$ cat src/rtl/simd_pkg.sv
// Shared lane definitions for the SIMD add/subtract paths.
// Lane width is fixed here; modules using lane_res_t must be built with W == SIMD_W.
package simd_pkg;

  localparam int SIMD_N = 4;
  localparam int SIMD_W = 10;

  typedef struct packed {
    logic [SIMD_W-1:0] value;
    logic              borrow;
  } lane_res_t;

  // Subtract at W+1 bits so the top bit is the borrow; optionally clamp to 0.
  function automatic lane_res_t sub_lane(input logic [SIMD_W-1:0] a,
                                         input logic [SIMD_W-1:0] b,
                                         input logic              sat);
    logic [SIMD_W:0] d;
    lane_res_t       r;
    d        = {1'b0, a} - {1'b0, b};
    r.borrow = d[SIMD_W];
    r.value  = (sat && d[SIMD_W]) ? '0 : d[SIMD_W-1:0];
    return r;
  endfunction

endpackage

$ cat src/rtl/simd_pipe_reg.sv
// One valid/ready register slice with a parameterised payload.
// Full-throughput: accepts a new word in the same cycle the held word leaves.
module simd_pipe_reg #(
  parameter int PW       = 8,
  parameter bit RST_DATA = 1'b0
) (
  input  logic          clk,
  input  logic          rst,
  input  logic          in_valid,
  output logic          in_ready,
  input  logic [PW-1:0] in_data,
  output logic          out_valid,
  input  logic          out_ready,
  output logic [PW-1:0] out_data
);

  logic          vld_p0;
  logic [PW-1:0] data_p0;
  logic          load;

  // Held low during reset so nothing is accepted and then silently dropped.
  assign in_ready  = (~vld_p0 | out_ready) & ~rst;
  assign load      = in_valid & in_ready;
  assign out_valid = vld_p0;
  assign out_data  = data_p0;

  always_ff @(posedge clk) begin
    if (rst) begin
      vld_p0 <= 1'b0;
    end else if (load) begin
      vld_p0 <= 1'b1;
    end else if (out_ready) begin
      vld_p0 <= 1'b0;
    end
  end

  generate
    if (RST_DATA) begin : g_rst_data
      always_ff @(posedge clk) begin
        if (rst) begin
          data_p0 <= '0;
        end else if (load) begin
          data_p0 <= in_data;
        end
      end
    end else begin : g_plain_data
      always_ff @(posedge clk) begin
        if (load) begin
          data_p0 <= in_data;
        end
      end
    end
  endgenerate

endmodule

$ cat src/rtl/parallel_subtractor.sv
// N-lane SIMD subtractor with valid/ready stream, per-lane borrow,
// optional unsigned saturation and sticky underflow flags. Two register stages.
import simd_pkg::*;

(* use_dsp = "simd" *)
module parallel_subtractor #(
  parameter int  N     = SIMD_N,
  parameter int  W     = SIMD_W,
  parameter type DTYPE = logic,
  parameter bit  SAT   = 1'b0
) (
  input  logic           clk,
  input  logic           rst,
  input  logic           in_valid,
  output logic           in_ready,
  input  DTYPE [W-1:0]   a [N],
  input  DTYPE [W-1:0]   b [N],
  output logic           out_valid,
  input  logic           out_ready,
  output DTYPE [W-1:0]   diff [N],
  output logic [N-1:0]   borrow,
  input  logic           clr_sticky,
  output logic [N-1:0]   sticky_uf
);

  localparam int P1W = 2 * N * W;
  localparam int P2W = N * W + N;

  logic [P1W-1:0] ops_p0;
  logic [P1W-1:0] ops_p1;
  logic           vld_p1;
  logic           rdy_p2;
  logic [P2W-1:0] res_p1;
  logic [P2W-1:0] res_p2;
  logic           vld_p2;
  logic           load_p2;

  always_comb begin
    ops_p0 = '0;
    for (int i = 0; i < N; i++) begin
      ops_p0[i*W +: W]       = a[i];
      ops_p0[(N+i)*W +: W]   = b[i];
    end
  end

  // ---- stage 1: operand capture ----
  simd_pipe_reg #(.PW(P1W), .RST_DATA(1'b0)) u_stage1 (
    .clk       (clk),
    .rst       (rst),
    .in_valid  (in_valid),
    .in_ready  (in_ready),
    .in_data   (ops_p0),
    .out_valid (vld_p1),
    .out_ready (rdy_p2),
    .out_data  (ops_p1)
  );

  always_comb begin
    lane_res_t r;
    res_p1 = '0;
    for (int i = 0; i < N; i++) begin
      r = sub_lane(ops_p1[i*W +: W], ops_p1[(N+i)*W +: W], SAT);
      res_p1[i*W +: W] = r.value;
      res_p1[N*W + i]  = r.borrow;
    end
  end

  // ---- stage 2: result ----
  simd_pipe_reg #(.PW(P2W), .RST_DATA(1'b1)) u_stage2 (
    .clk       (clk),
    .rst       (rst),
    .in_valid  (vld_p1),
    .in_ready  (rdy_p2),
    .in_data   (res_p1),
    .out_valid (vld_p2),
    .out_ready (out_ready),
    .out_data  (res_p2)
  );

  assign out_valid = vld_p2;
  assign borrow    = res_p2[N*W +: N];
  assign load_p2   = vld_p1 & rdy_p2;

  always_comb begin
    for (int i = 0; i < N; i++) begin
      diff[i] = res_p2[i*W +: W];
    end
  end

  // A borrow loading this cycle beats a simultaneous clear.
  always_ff @(posedge clk) begin
    if (rst) begin
      sticky_uf <= '0;
    end else begin
      sticky_uf <= (clr_sticky ? '0 : sticky_uf) | (load_p2 ? res_p1[N*W +: N] : '0);
    end
  end

endmodule
$ cat config.mk
export PLATFORM = sky130hd
export DESIGN_NAME = parallel_subtractor
export DESIGN_NICKNAME = d
export VERILOG_FILES = /design/src/rtl/simd_pkg.sv /design/src/rtl/simd_pipe_reg.sv /design/src/rtl/parallel_subtractor.sv
export SDC_FILE = /design/constraint.sdc
export NUM_CORES = 1
export LEC_CHECK = 0
export ABC_AREA = 1
export BUFFER_PORTS_ARGS = -buffer_cell sky130_fd_sc_hd__buf_2
export CAP_MARGIN = 0
export CORE_ASPECT_RATIO = 1.4
export CORE_MARGIN = 8
export CORE_UTILIZATION = 35
export DETAILED_ROUTE_END_ITERATION = 10
export PLACE_DENSITY = 0.65
export SYNTH_ARGS = -nofsm -noshare
export SYNTH_HDL_FRONTEND = slang
export SYNTH_SLANG_ARGS = --single-unit
$ cat constraint.sdc
create_clock -name clk -period 8.1 [get_ports clk]
set_input_delay 1.215 -clock clk [delete_from_list [all_inputs] [get_ports clk]]
set_output_delay 1.215 -clock clk [all_outputs]
set_load 0.02 [all_outputs]
==> key figures, run 1 <==
STA
  – Setup TNS Final: 0 ps
  – Final WS setup: ~4300 ps
  – Fin. max-slew vios: 0
  – Period utilisation layout: 46.3%
  – Final setup fails: 0
  – Tightest Pin Transition: approximately 1000 ps
  – Tmin final: about 3800 ps
  – Max-slew headroom: between 30% and 40%
  – Clock Skews: about 14 ps
  – RSZ-0062 raised after global routing: false
  – Fin. Hold Viols: 0
  – Peak Freq: ~270 MHz

Route
  – Routed wire length: approximately 14 mm
  – Initial DRC Count: 264
  – Routed vias: about 4.8k
  – Avg Vias per Cell: around 4.5
  – DRT Pass-1 Iters: 4
  – DRC viols: 0
  – Drt wl/cell: 13.1 um
  – Routed Antenna Nets: 0

CTS
  – CTS root buf: clkbuf_16
  – CTS resizes: 0
  – Clock sinks: 130
  – Clock transition at path regs: 50 ps
  – CTS tree: built
  – Post-CTS setup buffers: 0
  – Hold Buf Count CTS: 0
  – Clock Path Buffers: 2
  – H-tree levels: 4
  – Worst-Skew Late Latency: around 420 ps
  – CTS buffer count: 17

Synthesis
  – Seq cells post-synth: 130
  – Sequential area share after synthesis: ~55%
  – Yosys cell types: 26
  – Mapped Cells: just under 700
  – Syn Nets: ~800
  – Post-Syn Area: 6190 um^2
  – Syn. warnings: 0
  – Biggest area consumer among synthesized cells: edfxtp_1
  – Synthesized area per cell: around 9.1 um^2
  – Top cells by area, synth: edfxtp_1 39%, dfxtp_1 16%, nand2_1 11%
  – Ys flop type: edfxtp_1
  – Fraction of registers with async set/reset: 0%
  – Post-synth top area share: 38.8%
  – Post-synth EDFFs: 80

Critical path
  – Crit path top cell by count: buf_2
  – Slowest cell on crit path: inv_2
  – Worst Setup End Kind: output pin
  – Type of origin of the critical path: primary input
  – Top delay family on crit path: buffers and inverters
  – CP cell instances: buf_2 -> inv_2 -> nand2_2 -> nand2_1 -> inv_1 -> nor2_1 -> buf_2
  – CP peak stage delay: ~560 ps
  – CP max FO: about 40
  – Worst path required time: 6880 ps
  – Crit Path Class: primary input to output pin
  – Reg-to-reg startpoint: u_stage2.out_valid
  – R2R cell count: 7
  – Worst reg2reg endpoint: u_stage2.out_data[42]
  – CP bufs+invs: 4
  – R2r setup slk: 5770 ps
  – CP Data Arrival Time: 2540 ps

Finish
  – Area of the multi-input gates: around 2300 um^2
  – FF+latch area: ~3400 um^2
  – Layout filler cell count: between 1.5k and 2k
  – Layout Utilization: about 45%
  – Layout cells sized above 1: 20.8%
  – Layout Cells excl Fill: between 1k and 1.5k
  – Diodes inserted: 0
  – Synthesis-to-finish area growth: 25.7%
  – Nets: about 950
  – Final instance area: ~8000 um^2

Hold path
  – Start point of the worst min-delay path: sticky_uf[3]
  – Hold path cells: 2
  – Hold Path Class: flip-flop to flip-flop
  – Endpoint, Worst Hold: sticky_uf[3]

Power
  – Power Internal: 1420 uW
  – Combinational share of power: a little under an eighth
  – Power per cell area: around 240 nW/um^2
  – Clock group share of total power: a little under half
  – Sequential Power Share: approximately 40%
  – Static Leak: around 0.0038 uW
  – Sw Share: 23.2%
  – Psw: approximately 430 uW
  – Peak supply drop: roughly 0.00013 V

Floorplan
  – Row count: 57
  – Die Area: 22300 um^2
  – Initial core utilization: between 30% and 40%
  – Die Y-Extent: about 170 um
  – Die width: between 100 and 150 um
  – Core footprint: 17300 um^2
  – Io pins: roughly 140

Place
  – Placed instance count: a little over 1k
  – DP Area: between 7000 and 8000 um^2
  – Post-DP HPWL: approximately 10 mm
  – DP Worst Slack: ~4000 ps
  – Routability cong.: 0.837
  – PortBufs: 134

Run
  – Max-Cap Viols: 0

Global routing
  – Gr ovfl total: 0
  – First-pass GRT wire length: around 23 mm
  – Total GRT Usage: between 10% and 20%
  – Pin count of the biggest net entering global routing: 81
  – Vias in the first global route: between 4k and 5k
  – Initial antenna violation count: 0

Outcome
  – Status: finished, final reports clean
[registers in the layout, indices dropped and copies added (netlist names)]
signal,cells
u_stage2.out_data,44
sticky_uf,4
u_stage2.out_valid,1
u_stage1.out_data,80
u_stage1.out_valid,1
[Yosys cell counts, types with 5 or more instances]
master / instances
a21oi_1: 39
nand3_1: 64
dfxtp_1: 50
nor2_1: 34
edfxtp_1: 80
ha_1: 40
nand4_1: 5
xnor2_1: 8
inv_1: 105
o21ai_0: 25
nand2_1: 187
o21bai_1: 10
clkbuf_1: 8
[power groups by stage]
| stage | sequential (uW) | combinational, uW | clock [uW] |
|---|---|---|---|
| 2_1_floorplan | 798 | 119 | 0 |
| 3_3_place_gp | 773 | 215 | 0 |
| 3_5_place_dp | 774 | 217 | 0 |
| 4_1_cts | 760 | 219 | 896 |
| 5_1_grt | 764 | 243 | 924 |
| 6_report | 760 | 215 | 877 |
[final cells by class]
type / instances / share of cell area (%)
inverter: 107 / 5.16
clock inverter: 10 / 2.60
multi-input combinational: 427 / 29.9
clock buffer: 22 / 6.09
tap: 236 / 3.79
sequential: 130 / 43.7
timing repair buffer: 135 / 8.71
[cell families after synthesis]
logic type / synth area share (%)
compound gates: 6.51
buf+inv: 7.48
flops: 55.0
simple gates: 20.4
xor+xnor: 1.27
fa+ha+maj: 9.38
[placed cells by master (no fill, tap or decap), drive strengths merged]
master	Yosys	routed
clkbuf	8	22
a21boi	1	1
nor3b	3	3
ha	40	40
nor3	1	1
nand2	188	188
fa	4	4
bufinv	0	6
nand3	64	64
o21ai	25	25
nor2	35	35
nand3b	2	2
xor2	1	1
clkinv	0	4
inv	107	107
nand4	5	5
xnor2	8	8
o21bai	10	10
or2	1	1
edfxtp	80	80
a21oi	39	39
buf	6	135
dfxtp	50	50
[how the worst max path moves through the flow]
stage,from,endpoint,slack (ps),cells after the start
after floorplan,out_ready,u_stage1.out_data[0],570,6
after global placement,rst,u_stage2.out_data[42],4120,8
after detailed placement,rst,u_stage2.out_data[42],4010,8
after CTS,rst,in_ready,4320,7
after global routing,rst,u_stage2.out_data[41],4200,8
final,rst,in_ready,4350,7
[routing by layer]
metal | GRT usage [%] | vias up | routed length, um | share of wire, %
met2 | 21.7 | 103 | 7060 | 51
met4 | 6.81 | 0 | 321 | 2.3
met3 | 4.06 | 15 | 748 | 5.4
met1 | 14.4 | 2137 | 5840 | 42
met5 | 0 | - | 0 | 0
li1 | - | 2496 | - | -
[tightest hold or removal path: stages, from the launching register on]
cell and delay, ps:
dfxtp_1 300, nand2_1 60, a21oi_1 50
[through the flow]
stage	total power, uW	hold slack, ps
2_1_floorplan	917	461
3_3_place_gp	988	452
3_5_place_dp	991	459
4_1_cts	1870	468
5_1_grt	1930	488
6_report	1850	461
Power figures use the tool's default switching activity.
==> run 2: changes to the inputs <==
ABC_AREA = 0   (was 1)
PLACE_DENSITY = 0.68   (was 0.65)
clock period = 3.05 ns   (was 8.1 ns; I/O delays follow)
==> key figures, run 2 <==
Finish
  – Nets: slightly below 800
  – Final instance area: ~7500 um^2
  – Largest register FFs: 80
  – Layout cells sized above 1: between 20% and 30%
  – Synthesis-to-finish area growth: 24.5%
  – Most common cell after layout, fill and taps aside: buf_2
  – Layout Cells excl Fill: 874
  – Most frequent cells in the layout: 134 x buf_2, 80 x edfxtp_1, 50 x dfxtp_1
  – Diodes inserted: 0
  – Layout filler cell count: approximately 1.6k

Power
  – Peak supply drop: between 0.0003 and 0.0004 V
  – Power per cell area: between 500 and 600 nW/um^2
  – Post-layout power: around 4500 uW
  – Static Leak: between 0.003 and 0.004 uW

Critical path
  – Reg-to-reg startpoint: u_stage1.out_data[10]
  – Worst Setup End Kind: flip-flop
  – CP cell instances: inv_1 -> ha_1 -> inv_1 -> fa_1 -> a211oi_1 -> o21bai_1 -> a21oi_1 -> xor2_1 -> o21ai_1
  – R2r setup slk: 930 ps
  – R2R cell count: 9
  – Worst reg2reg endpoint: u_stage2.out_data[16]
  – Type of origin of the critical path: flip-flop
  – CP peak stage delay: 420 ps
  – Worst path required time: around 3300 ps
  – Slowest cell on crit path: fa_1
  – Crit Path Class: flip-flop to flip-flop
  – CP Data Arrival Time: between 2000 and 2500 ps
  – CP max FO: 3
  – Crit path top cell by count: inv_1

CTS
  – Clock transition at path regs: 60 ps
  – CTS resizes: 0
  – Clock sinks: 130
  – CTS root buf: clkbuf_16
  – Hold Buf Count CTS: 0
  – CTS buffer count: 17
  – Post-CTS setup buffers: 0
  – Worst-Skew Late Latency: around 420 ps
  – H-tree levels: 4
  – Clock Path Buffers: 2
  – CTS tree: built

Place
  – DP Worst Slack: 836 ps
  – PortBufs: roughly 130
  – Placed instance count: roughly 840
  – Post-DP HPWL: slightly above 10 mm
  – DP Area: about 7000 um^2
  – Routability cong.: roughly 0.78

Floorplan
  – Row count: between 50 and 60
  – Core footprint: between 15000 and 20000 um^2
  – Io pins: ~140
  – Die Y-Extent: ~170 um
  – Initial core utilization: a little over a third
  – Die width: roughly 130 um
  – Die Area: 21600 um^2

Synthesis
  – Seq cells post-synth: 130
  – Syn. warnings: 0
  – Post-Syn Area: about 6000 um^2
  – Mapped Cells: approximately 510
  – Syn Nets: 641
  – Post-synth top area share: about 40%
  – Fraction of registers with async set/reset: 0%
  – Yosys cell types: 38
  – Synthesized area per cell: about 12 um^2
  – Ys flop type: edfxtp_1
  – Post-synth EDFFs: 80
  – Sequential area share after synthesis: a little under three fifths
  – Count leader, synth: edfxtp_1
  – Top cells by area, synth: edfxtp_1 40%, dfxtp_1 17%, ha_1 8.3%
  – Biggest area consumer among synthesized cells: edfxtp_1
  – Synth top cells by count: 80 x edfxtp_1, 50 x dfxtp_1, 44 x inv_1, 41 x nand2_1, 40 x ha_1

Route
  – Routed vias: 4194
  – Avg Vias per Cell: approximately 4.8
  – DRC viols: 0
  – Initial DRC Count: about 170
  – Routed Antenna Nets: 0
  – Routed wire length: between 10 and 15 mm
  – DRT Pass-1 Iters: 4
  – Drt wl/cell: around 16 um

Outcome
  – Status: finished, final reports clean

Global routing
  – Initial antenna violation count: 1
  – Total GRT Usage: between 10% and 20%
  – Vias in the first global route: 4233
  – Pin count of the biggest net entering global routing: 38
  – Gr ovfl total: 0
  – First-pass GRT wire length: between 20 and 25 mm

STA
  – Max-slew headroom: between 50% and 60%
  – Clock Skews: 10.3 ps
  – RSZ-0062 raised after global routing: false
  – Tmin final: around 2100 ps
  – Setup TNS Final: 0 ps
  – Fin. Hold Viols: 0
  – Fin. max-slew vios: 0
  – Final setup fails: 0
  – Tightest Pin Transition: 639 ps
  – Final WS setup: 933 ps
  – Period utilisation layout: 69.4%
  – Peak Freq: 472 MHz

Hold path
  – Hold Path Class: primary input to flip-flop
  – Start point of the worst min-delay path: b[26]
  – Endpoint, Worst Hold: u_stage1.out_data[56]
  – Hold path cells: 1

Run
  – Max-Cap Viols: 0
==> run 2: layout make-up <==
| type | instances | area (um^2) | area share, % |
|---|---|---|---|
| sequential | 130 | 3400 | 45.6 |
| tap | 203 | 254 | 3.40 |
| multi-input combinational | 326 | 2360 | 31.7 |
| timing repair buffer | 139 | 721 | 9.66 |
| inverter | 44 | 165 | 2.21 |
| clock buffer | 22 | 444 | 5.95 |
| clock inverter | 10 | 111 | 1.49 |
==> run 2: logic make-up (layout without fill, tap and decap cells) <==
kind of cell             Yosys count  after routing  share of synthesized area, %
AO/OA/AOI/OAI                    151            151                          17.5
flip-flops                       130            130                          56.7
AND/OR/NAND/NOR                  115            115                          9.87
buffers and inverters             56            215                          3.86
adder cells (fa/ha/maj)           44             44                          9.68
XOR/XNOR                          16             16                          2.34
==> run 2: worst max-delay path by stage <==
stage / startpoint / endpoint / slack [ps]
after detailed placement: rst / u_stage1.out_data[6] / 840
final: u_stage1.out_data[10] / u_stage2.out_data[16] / 930
after global routing: u_stage1.out_data[20] / sticky_uf[2] / 670
after global placement: rst / u_stage1.out_data[46] / 890
after CTS: u_stage1.out_data[10] / u_stage2.out_data[16] / 920
after floorplan: rst / u_stage1.out_data[0] / 550
==> run 2: critical path: cells and delay by family (launching register included) <==
kind	cells	cell delay (ps)
adder cells (fa/ha/maj)	2	570
buffers and inverters	2	110
AO/OA/AOI/OAI	4	780
XOR/XNOR	1	180
flip-flops	1	350
==> run 2: power by group <==
part	total (uW)	internal [uW]	switching (uW)	leakage, uW
Clock	1930	1200	730	0.000264
Combinational	534	220	313	0.00181
Sequential	2000	1960	38.9	0.00116
Total	4460	3380	1080	0.00324
==> run 2: per-stage QoR <==
step                      utilization [%]  hold WS, ps
after floorplan                         -          517
after global placement               41.3          440
after detailed placement             41.3          441
final                                44.6          211
after global routing                 44.6          191
after CTS                            44.6          193
==> run 2: layer usage <==
layer	GRT usage, %	vias up	routed length [um]
li1	-	2149	-
met1	14.3	1935	5890
met2	22.1	90	6910
met3	4.64	18	724
met4	4.88	2	198
met5	0	-	11
